$ cat src/rtl/wtm_pkg.sv
// Shared types and constants for the sequential 10x10 multiplier built on the 5x5 wtm.
// Optional feature macro: WTM_SEQ_ZERO_SKIP_EN (zero-operand fast path in wtm_seq).
package wtm_pkg;

    localparam int unsigned HALF_W = 5;
    localparam int unsigned OP_W   = 10;
    localparam int unsigned PROD_W = 20;

    localparam logic [3:0] SHIFT_LO  = 4'd0;
    localparam logic [3:0] SHIFT_MID = 4'd5;
    localparam logic [3:0] SHIFT_HI  = 4'd10;

    typedef enum logic [2:0] {
        IDLE = 3'd0,
        P0   = 3'd1,
        P1   = 3'd2,
        P2   = 3'd3,
        P3   = 3'd4,
        DONE = 3'd5
    } state_t;

endpackage

$ cat src/rtl/wtm.sv
// 5x5 unsigned Wallace-tree multiplier: partial products reduced by 3:2 compressors,
// then one carry-propagate add. cout is always 0 for 5-bit operands.
module wtm
    import wtm_pkg::*;
(
    input  logic [HALF_W-1:0]   x,
    input  logic [HALF_W-1:0]   y,
    output logic [2*HALF_W-1:0] p,
    output logic                cout
);

    function automatic logic [2*HALF_W-1:0] csa_sum(input logic [2*HALF_W-1:0] u,
                                                     input logic [2*HALF_W-1:0] v,
                                                     input logic [2*HALF_W-1:0] w);
        return u ^ v ^ w;
    endfunction

    function automatic logic [2*HALF_W-1:0] csa_carry(input logic [2*HALF_W-1:0] u,
                                                       input logic [2*HALF_W-1:0] v,
                                                       input logic [2*HALF_W-1:0] w);
        logic [2*HALF_W-1:0] maj;
        maj = (u & v) | (u & w) | (v & w);
        return {maj[2*HALF_W-2:0], 1'b0};
    endfunction

    logic [2*HALF_W-1:0] pp_s [HALF_W];
    logic [2*HALF_W-1:0] s0_s, c0_s, s1_s, c1_s, s2_s, c2_s;
    logic [2*HALF_W:0]   sum_s;

    // Partial-product generation, three compressor layers, final adder
    always_comb begin
        for (int i = 0; i < HALF_W; i++) begin
            pp_s[i] = {{HALF_W{1'b0}}, x & {HALF_W{y[i]}}} << i;
        end
        s0_s  = csa_sum(pp_s[0], pp_s[1], pp_s[2]);
        c0_s  = csa_carry(pp_s[0], pp_s[1], pp_s[2]);
        s1_s  = csa_sum(s0_s, c0_s, pp_s[3]);
        c1_s  = csa_carry(s0_s, c0_s, pp_s[3]);
        s2_s  = csa_sum(s1_s, c1_s, pp_s[4]);
        c2_s  = csa_carry(s1_s, c1_s, pp_s[4]);
        sum_s = {1'b0, s2_s} + {1'b0, c2_s};
        p     = sum_s[2*HALF_W-1:0];
        cout  = sum_s[2*HALF_W];
    end

endmodule

$ cat src/rtl/wtm_seq.sv
// Sequential 10x10 unsigned multiplier time-sharing one 5x5 wtm over four partial products.
// Define WTM_SEQ_ZERO_SKIP_EN to send zero-operand requests straight to DONE.
module wtm_seq
    import wtm_pkg::*;
(
    input  logic              clock,
    input  logic              reset,
    input  logic              in_valid,
    output logic              in_ready,
    input  logic [OP_W-1:0]   a,
    input  logic [OP_W-1:0]   b,
    output logic              out_valid,
    input  logic              out_ready,
    output logic [PROD_W-1:0] product,
    output logic              busy
);

    state_t              state_r;
    logic [OP_W-1:0]     a_r, b_r;
    logic [PROD_W-1:0]   acc_r;
    logic                in_ready_r, out_valid_r, busy_r;

    logic [HALF_W-1:0]   mx_a_s, mx_b_s;
    logic [3:0]          shift_s;
    logic [2*HALF_W-1:0] pp_s;
    logic                unused_cout_s;
    logic [PROD_W-1:0]   term_s;
    logic                hs_s;

    wtm u_wtm (
        .x    (mx_a_s),
        .y    (mx_b_s),
        .p    (pp_s),
        .cout (unused_cout_s)
    );

    // Select the operand halves and weight for the partial product of the current phase
    always_comb begin
        mx_a_s  = '0;
        mx_b_s  = '0;
        shift_s = SHIFT_LO;
        case (state_r)
            P0: begin
                mx_a_s  = a_r[HALF_W-1:0];
                mx_b_s  = b_r[HALF_W-1:0];
                shift_s = SHIFT_LO;
            end
            P1: begin
                mx_a_s  = a_r[OP_W-1:HALF_W];
                mx_b_s  = b_r[HALF_W-1:0];
                shift_s = SHIFT_MID;
            end
            P2: begin
                mx_a_s  = a_r[HALF_W-1:0];
                mx_b_s  = b_r[OP_W-1:HALF_W];
                shift_s = SHIFT_MID;
            end
            P3: begin
                mx_a_s  = a_r[OP_W-1:HALF_W];
                mx_b_s  = b_r[OP_W-1:HALF_W];
                shift_s = SHIFT_HI;
            end
            default: begin
                mx_a_s  = '0;
                mx_b_s  = '0;
                shift_s = SHIFT_LO;
            end
        endcase
        term_s = {{(PROD_W-2*HALF_W){1'b0}}, pp_s} << shift_s;
        hs_s   = in_valid && in_ready_r;
    end

    // Sequencer, operand capture, accumulator and registered handshake outputs
    always_ff @(posedge clock) begin
        if (reset) begin
            state_r     <= IDLE;
            a_r         <= '0;
            b_r         <= '0;
            acc_r       <= '0;
            in_ready_r  <= 1'b1;
            out_valid_r <= 1'b0;
            busy_r      <= 1'b0;
        end else begin
            case (state_r)
                IDLE: begin
                    if (hs_s) begin
                        a_r        <= a;
                        b_r        <= b;
                        acc_r      <= '0;
                        in_ready_r <= 1'b0;
                        busy_r     <= 1'b1;
`ifdef WTM_SEQ_ZERO_SKIP_EN
                        if ((a == 10'd0) || (b == 10'd0)) begin
                            state_r     <= DONE;
                            out_valid_r <= 1'b1;
                        end else begin
                            state_r <= P0;
                        end
`else
                        state_r <= P0;
`endif
                    end else begin
                        state_r <= IDLE;
                    end
                end
                P0: begin
                    acc_r   <= acc_r + term_s;
                    state_r <= P1;
                end
                P1: begin
                    acc_r   <= acc_r + term_s;
                    state_r <= P2;
                end
                P2: begin
                    acc_r   <= acc_r + term_s;
                    state_r <= P3;
                end
                P3: begin
                    acc_r       <= acc_r + term_s;
                    state_r     <= DONE;
                    out_valid_r <= 1'b1;
                end
                DONE: begin
                    // Product stays parked until the consumer takes it
                    if (out_ready) begin
                        state_r     <= IDLE;
                        out_valid_r <= 1'b0;
                        busy_r      <= 1'b0;
                        in_ready_r  <= 1'b1;
                    end else begin
                        state_r <= DONE;
                    end
                end
                default: begin
                    state_r     <= IDLE;
                    in_ready_r  <= 1'b1;
                    out_valid_r <= 1'b0;
                    busy_r      <= 1'b0;
                end
            endcase
        end
    end

    assign in_ready  = in_ready_r;
    assign out_valid = out_valid_r;
    assign busy      = busy_r;
    assign product   = acc_r;

endmodule

$ cat config.mk
export PLATFORM = sky130hd
export DESIGN_NAME = wtm_seq
export DESIGN_NICKNAME = d
export VERILOG_FILES = /design/src/rtl/wtm_pkg.sv /design/src/rtl/wtm.sv /design/src/rtl/wtm_seq.sv
export SDC_FILE = /design/constraint.sdc
export NUM_CORES = 1
export LEC_CHECK = 0
export CORE_ASPECT_RATIO = 1.75
export CORE_UTILIZATION = 40
export CTS_BUF_LIST = sky130_fd_sc_hd__clkbuf_8
export CTS_CLUSTER_DIAMETER = 30
export DETAILED_ROUTE_END_ITERATION = 10
export SLEW_MARGIN = 40
export SYNTH_ARGS = -nofsm -noshare
export SYNTH_HDL_FRONTEND = slang
export SYNTH_SLANG_ARGS = --single-unit
$ cat constraint.sdc
create_clock -name clock -period 8 [get_ports clock]
set_input_delay 1.6 -clock clock [delete_from_list [all_inputs] [get_ports clock]]
set_output_delay 1.6 -clock clock [all_outputs]
set_load 0.1 [all_outputs]
==> results.json, run 1 <==
{
  "drive_gt1_frac": 0.0863,
  "holdBufCountCts": 0,
  "synthMuxAreaShare": 0.00279,
  "start_kind": "flip-flop",
  "max_slew.worst_pin.slew_ps": 857,
  "dieArea_mm2": 0.00935,
  "synth_seq_area_share": 0.257,
  "clock_tree.buffer_depth": 2,
  "grt_pass1_wl_mm": 15.8,
  "vias": 3393,
  "synth-edff-count": 0,
  "clock_sinks": 46,
  "synth_compound_area_frac": 0.265,
  "stdcell_area_mm2": 0.00413,
  "num_rows": 45,
  "cts.htree.levels": 2,
  "layout_commonest_cell": "nand2_1",
  "layout_common_cells": "nand2_1, dfxtp_1, a21oi_1, o21ai_0, ha_1",
  "relSlewSlack": 0.427,
  "die_x_um": 73.5,
  "critPathMaxFanout": 20,
  "drc": 0,
  "rsz0062_at_grt": "no",
  "synth_fp_nets": 526,
  "period_needed_ps": 6940,
  "core_mm2": 0.00867,
  "place_area_mm2": 0.00404,
  "synth_area_mm2": 0.00358,
  "max_freq_mhz": 144,
  "first_pass_iters": 5,
  "fin_skew_ps": 9.97,
  "fillers": 940,
  "finalSetupViolations": 0,
  "area_growth_pct": 15.3,
  "cts_buffers": 5,
  "gp_congestion": 0.955,
  "wl_mm": 9.84,
  "via_per_inst": 5.52,
  "cts_tree": "yes",
  "power.leakage_nw": 1.83,
  "cts_resized": 0,
  "timing_worst_setup_path_type": "reg -> reg",
  "status": "finished, final reports clean",
  "slowest_stage": "fa_1",
  "yosysWarnings": 0,
  "synth_top_family_by_area": "compound AO/OA/AOI/OAI gates",
  "antenna_left": 0,
  "cap_violations": 0,
  "ys.flop_type": "dfxtp_1",
  "fin_crit_sh": 0.868,
  "synthAdderAreaFrac": 0.181,
  "slowest_delay_ps": 570,
  "root_buffer": "clkbuf_8",
  "drt_iter0_drc": 155,
  "die_h_um": 127,
  "power-per-cell-area_mw_per_mm2": 171,
  "antenna_found_initial": 0,
  "worstPathArrival_ps": 7130,
  "ios": 47,
  "hold_viol_final": 0,
  "cp.required_ps": 8190,
  "initial_core_util": 0.413,
  "async_reset_ff_frac": 0,
  "port_buffers": 46,
  "grt_pass1_vias": 3368,
  "post-cts-setup-buffer-count": 0,
  "grt_overflow_total": 0,
  "hold_path_class": "reg -> reg",
  "irDropWorstVdd_mv": 0.212,
  "synth_seq_cells": 46,
  "n_antenna_cell": 0,
  "track_usage": 0.224,
  "cts.clk_slew.worst_paths_ps": 90,
  "tns_ps": 0,
  "synth-simple-area-share": 0.216,
  "maxSlewViolCount": 0,
  "grt_max_degree": 39,
  "dp_hpwl_mm": 8.03,
  "synth.distinct_cells": 55,
  "syn_inst": 458,
  "routedWlPerCell_um": 16.0,
  "synthXorXnorAreaFrac": 0.0391,
  "insertion_delay_ps": 310,
  "crit_top_cell": "inv_1",
  "nets": 565,
  "avgSynthCellArea_um2": 7.82,
  "endpoint_kind": "flip-flop"
}
[synthesized netlist by cell type (9+ instances only)]
cell      number  area share
nand2_1       89       0.093
fa_1          13       0.073
a22oi_1       15       0.031
dfxtp_1       46        0.26
o21ai_0       31       0.043
nor2_1        30       0.031
a21oi_1       41       0.057
xnor2_1        9       0.022
a22o_1         9       0.022
and2_1        11       0.019
ha_1          31        0.11
clkbuf_1      16       0.017
inv_1         19       0.020
[state kept, by name (all words and copies together) (netlist names)]
signal / count
a_r: 10
busy: 1
b_r: 10
in_ready: 1
product: 20
state_r: 3
out_valid: 1
[routing by layer]
| layer | GRT usage | wire [µm] | up-vias | share of wire |
|---|---|---|---|---|
| li1 | - | - | 1706 | - |
| met1 | 0.207 | 3490 | 1586 | 0.35 |
| met2 | 0.444 | 5720 | 75 | 0.58 |
| met3 | 0.0292 | 243 | 26 | 0.025 |
| met4 | 0.122 | 383 | 0 | 0.039 |
| met5 | 0 | 0 | - | 0 |
[logic make-up (layout without fill, tap and decap cells)]
group | count (synthesis) | after routing
and+or+nand+nor | 172 | 172
AOI/OAI and AO/OA | 142 | 142
DFF | 46 | 46
adders and majority gates | 44 | 44
buffers and inverters | 37 | 77
xor gates and xnor gates | 16 | 16
muxes | 1 | 1
[layout make-up]
| class | count | area (µm²) | share of cell area |
|---|---|---|---|
| repair buffers | 50 | 375 | 0.0909 |
| well taps | 117 | 146 | 0.0354 |
| inverters | 19 | 71.3 | 0.0173 |
| flip-flops and latches | 46 | 921 | 0.223 |
| multi-input cells | 375 | 2530 | 0.612 |
| clock buffers | 5 | 68.8 | 0.0167 |
| clock inverters | 3 | 18.8 | 0.00454 |
[worst max-delay path, delay by kind of cell, from the launching register on]
kind | cells | cell delay, ps
flops | 1 | 500
compound gates | 11 | 2540
simple gates | 4 | 660
fa+ha+maj | 6 | 2290
buf+inv | 6 | 580
xor+xnor | 1 | 250
[stage by stage]
| step | hold WS, ps | std cells | total power [mW] | utilization | setup slack, ps |
|---|---|---|---|---|---|
| finish | 463 | 615 | 0.707 | 0.476 | 1060 |
| global route | 491 | 615 | 0.748 | 0.476 | 459 |
| CTS | 462 | 615 | 0.710 | 0.476 | 1060 |
| detailed placement | 450 | 607 | 0.562 | 0.466 | 1100 |
| global placement | 448 | 607 | 0.562 | 0.479 | 1340 |
| floorplan | 436 | 458 | 0.483 | - | 1900 |
[where the power goes]
| part | internal [mW] | switching, mW |
|---|---|---|
| clock | 0.0617 | 0.0875 |
| sequential | 0.255 | 0.0328 |
| combinational | 0.0781 | 0.192 |
[final timing paths]
check	from	endpoint	slack, ps	cells after the start
min	a_r[8]$_SDFFE_PP0P_	a_r[8]$_SDFFE_PP0P_	460	2
max reg2reg	state_r[2]$_SDFF_PP0_	product[19]$_SDFFE_PP0P_	1060	28
min reg2reg	a_r[8]$_SDFFE_PP0P_	a_r[8]$_SDFFE_PP0P_	460	2
max	state_r[2]$_SDFF_PP0_	product[19]$_SDFFE_PP0P_	1060	28
Note: power is estimated with default switching activity, not from simulation.
==> inputs of run 2 (changes only) <==
CORE_UTILIZATION = 58   (was 40)
GPL_ROUTABILITY_DRIVEN = 0   (was unset)
PLACE_DENSITY = 0.83   (was unset)
==> results.json, run 2 (synthesis gave the netlist of run 1 again) <==
{
  "fillers": 539,
  "cts.htree.levels": 2,
  "relSlewSlack": 0.459,
  "maxSlewViolCount": 0,
  "use_met2": 0.577,
  "cts_resized": 0,
  "max_slew.worst_pin.slew_ps": 809,
  "path_buf_inv": 6,
  "endpoint_kind": "flip-flop",
  "slowest_stage": "fa_1",
  "drive_gt1_frac": 0.0845,
  "routedWlPerCell_um": 16.1,
  "via_per_inst": 6.01,
  "hold_viol_final": 0,
  "final_cells": 575,
  "irDropWorstVdd_mv": 0.162,
  "area_growth_pct": 13.8,
  "die_x_um": 61.4,
  "cts_tree": "yes",
  "largest_reg_flops": 20,
  "dpl_worst_slack_ps": 1060,
  "fin_crit_sh": 0.875,
  "first_pass_iters": 4,
  "cp_top_family": "compound AO/OA/AOI/OAI gates",
  "wl_mm": 9.25,
  "n_antenna_cell": 0,
  "max_freq_mhz": 143,
  "grt_max_degree": 39,
  "tns_ps": 0,
  "final-seq-area_um2": 921,
  "grt_pass1_wl_mm": 15.2,
  "port_buffers": 46,
  "layout_common_cells": "nand2_1, dfxtp_1, a21oi_1, o21ai_0, ha_1",
  "cap_violations": 0,
  "grt_util_met1": 0.287,
  "critPathMaxFanout": 20,
  "worstPathArrival_ps": 7210,
  "drt_iter0_drc": 156,
  "drc": 0,
  "slowest_delay_ps": 550,
  "post-cts-setup-buffer-count": 0,
  "core_mm2": 0.00593,
  "layout_commonest_cell": "nand2_1",
  "track_usage": 0.314,
  "crit_top_cell": "inv_1",
  "grt_overflow_total": 0,
  "dieArea_mm2": 0.00651,
  "holdBufCountCts": 0,
  "clock_tree.buffer_depth": 2,
  "antenna_left": 0,
  "num_rows": 37,
  "insertion_delay_ps": 330,
  "ios": 47,
  "status": "finished, final reports clean",
  "finalSetupViolations": 0,
  "die_h_um": 106,
  "rsz0062_at_grt": "no",
  "final_util": 0.688,
  "cts.clk_slew.worst_paths_ps": 100,
  "power.leakage_nw": 1.81,
  "vias": 3458,
  "initial_core_util": 0.605,
  "placed_cells": 567,
  "power-per-cell-area_mw_per_mm2": 173,
  "grt_pass1_vias": 3461,
  "top_usage_layer": "met2",
  "timing_worst_setup_path_type": "reg -> reg",
  "clock_sinks": 46,
  "root_buffer": "clkbuf_8",
  "cts_buffers": 5,
  "fin_ws_ps": 1000,
  "multiInputGateArea_mm2": 0.00253,
  "fin_skew_ps": 10.2,
  "dp_hpwl_mm": 7.41,
  "grt_use_met3": 0.0669,
  "period_needed_ps": 7000,
  "hold_path_class": "reg -> reg",
  "cp.required_ps": 8210,
  "start_kind": "flip-flop",
  "antenna_found_initial": 0,
  "nets": 564
}
==> run 2: cell count changes in the layout (fill, tap and decap cells not counted) <==
cell,change
nor2b_1,-1
nor2b_2,+1
clkinvlp_4,+2
buf_4,-1
nand3_2,-1
nand3_1,+1
clkinv_2,-2
==> run 2: final timing paths <==
| path | end | cells past startpoint | slack, ps | from |
|---|---|---|---|---|
| max | product[19]$_SDFFE_PP0P_ | 28 | 1000 | state_r[2]$_SDFF_PP0_ |
| min | a_r[3]$_SDFFE_PP0P_ | 2 | 460 | a_r[3]$_SDFFE_PP0P_ |
| max reg2reg | product[19]$_SDFFE_PP0P_ | 28 | 1000 | state_r[2]$_SDFF_PP0_ |
| min reg2reg | a_r[3]$_SDFFE_PP0P_ | 2 | 460 | a_r[3]$_SDFFE_PP0P_ |
==> run 2: metrics by stage <==
stage | hold WS, ps | cell area [µm²] | total power, mW
after floorplan | 436 | 3580 | 0.483
after global placement | 445 | 4090 | 0.549
after detailed placement | 450 | 3990 | 0.553
after CTS | 463 | 4080 | 0.701
after global routing | 482 | 4080 | 0.743
final | 463 | 4080 | 0.704
==> run 2: metal layers <==
metal / routed length, µm / up-vias
li1: - / 1700
met1: 3160 / 1604
met2: 5130 / 107
met3: 359 / 47
met4: 600 / 0
met5: 0 / -
==> run 2: where the power goes <==
part | leakage, nW | switching (mW) | total (mW) | internal, mW
logic | 1.40 | 0.188 | 0.264 | 0.0763
clock network | 0.0408 | 0.0904 | 0.153 | 0.0626
registers | 0.374 | 0.0320 | 0.287 | 0.255
==> run 2: tightest hold or removal path: cells and delay by family (launching register included) <==
kind | cells | cell delay (ps)
AOI/OAI and AO/OA | 1 | 50
DFF | 1 | 320
and+or+nand+nor | 1 | 50
==> run 2: layout make-up <==
type	instances	area share
Clock buffer	5	0.0169
Clock inverter	3	0.00583
Inverter	19	0.0175
Multi-Input combinational cell	375	0.620
Sequential cell	46	0.226
Tap cell	78	0.0239
Timing Repair Buffer	49	0.0902
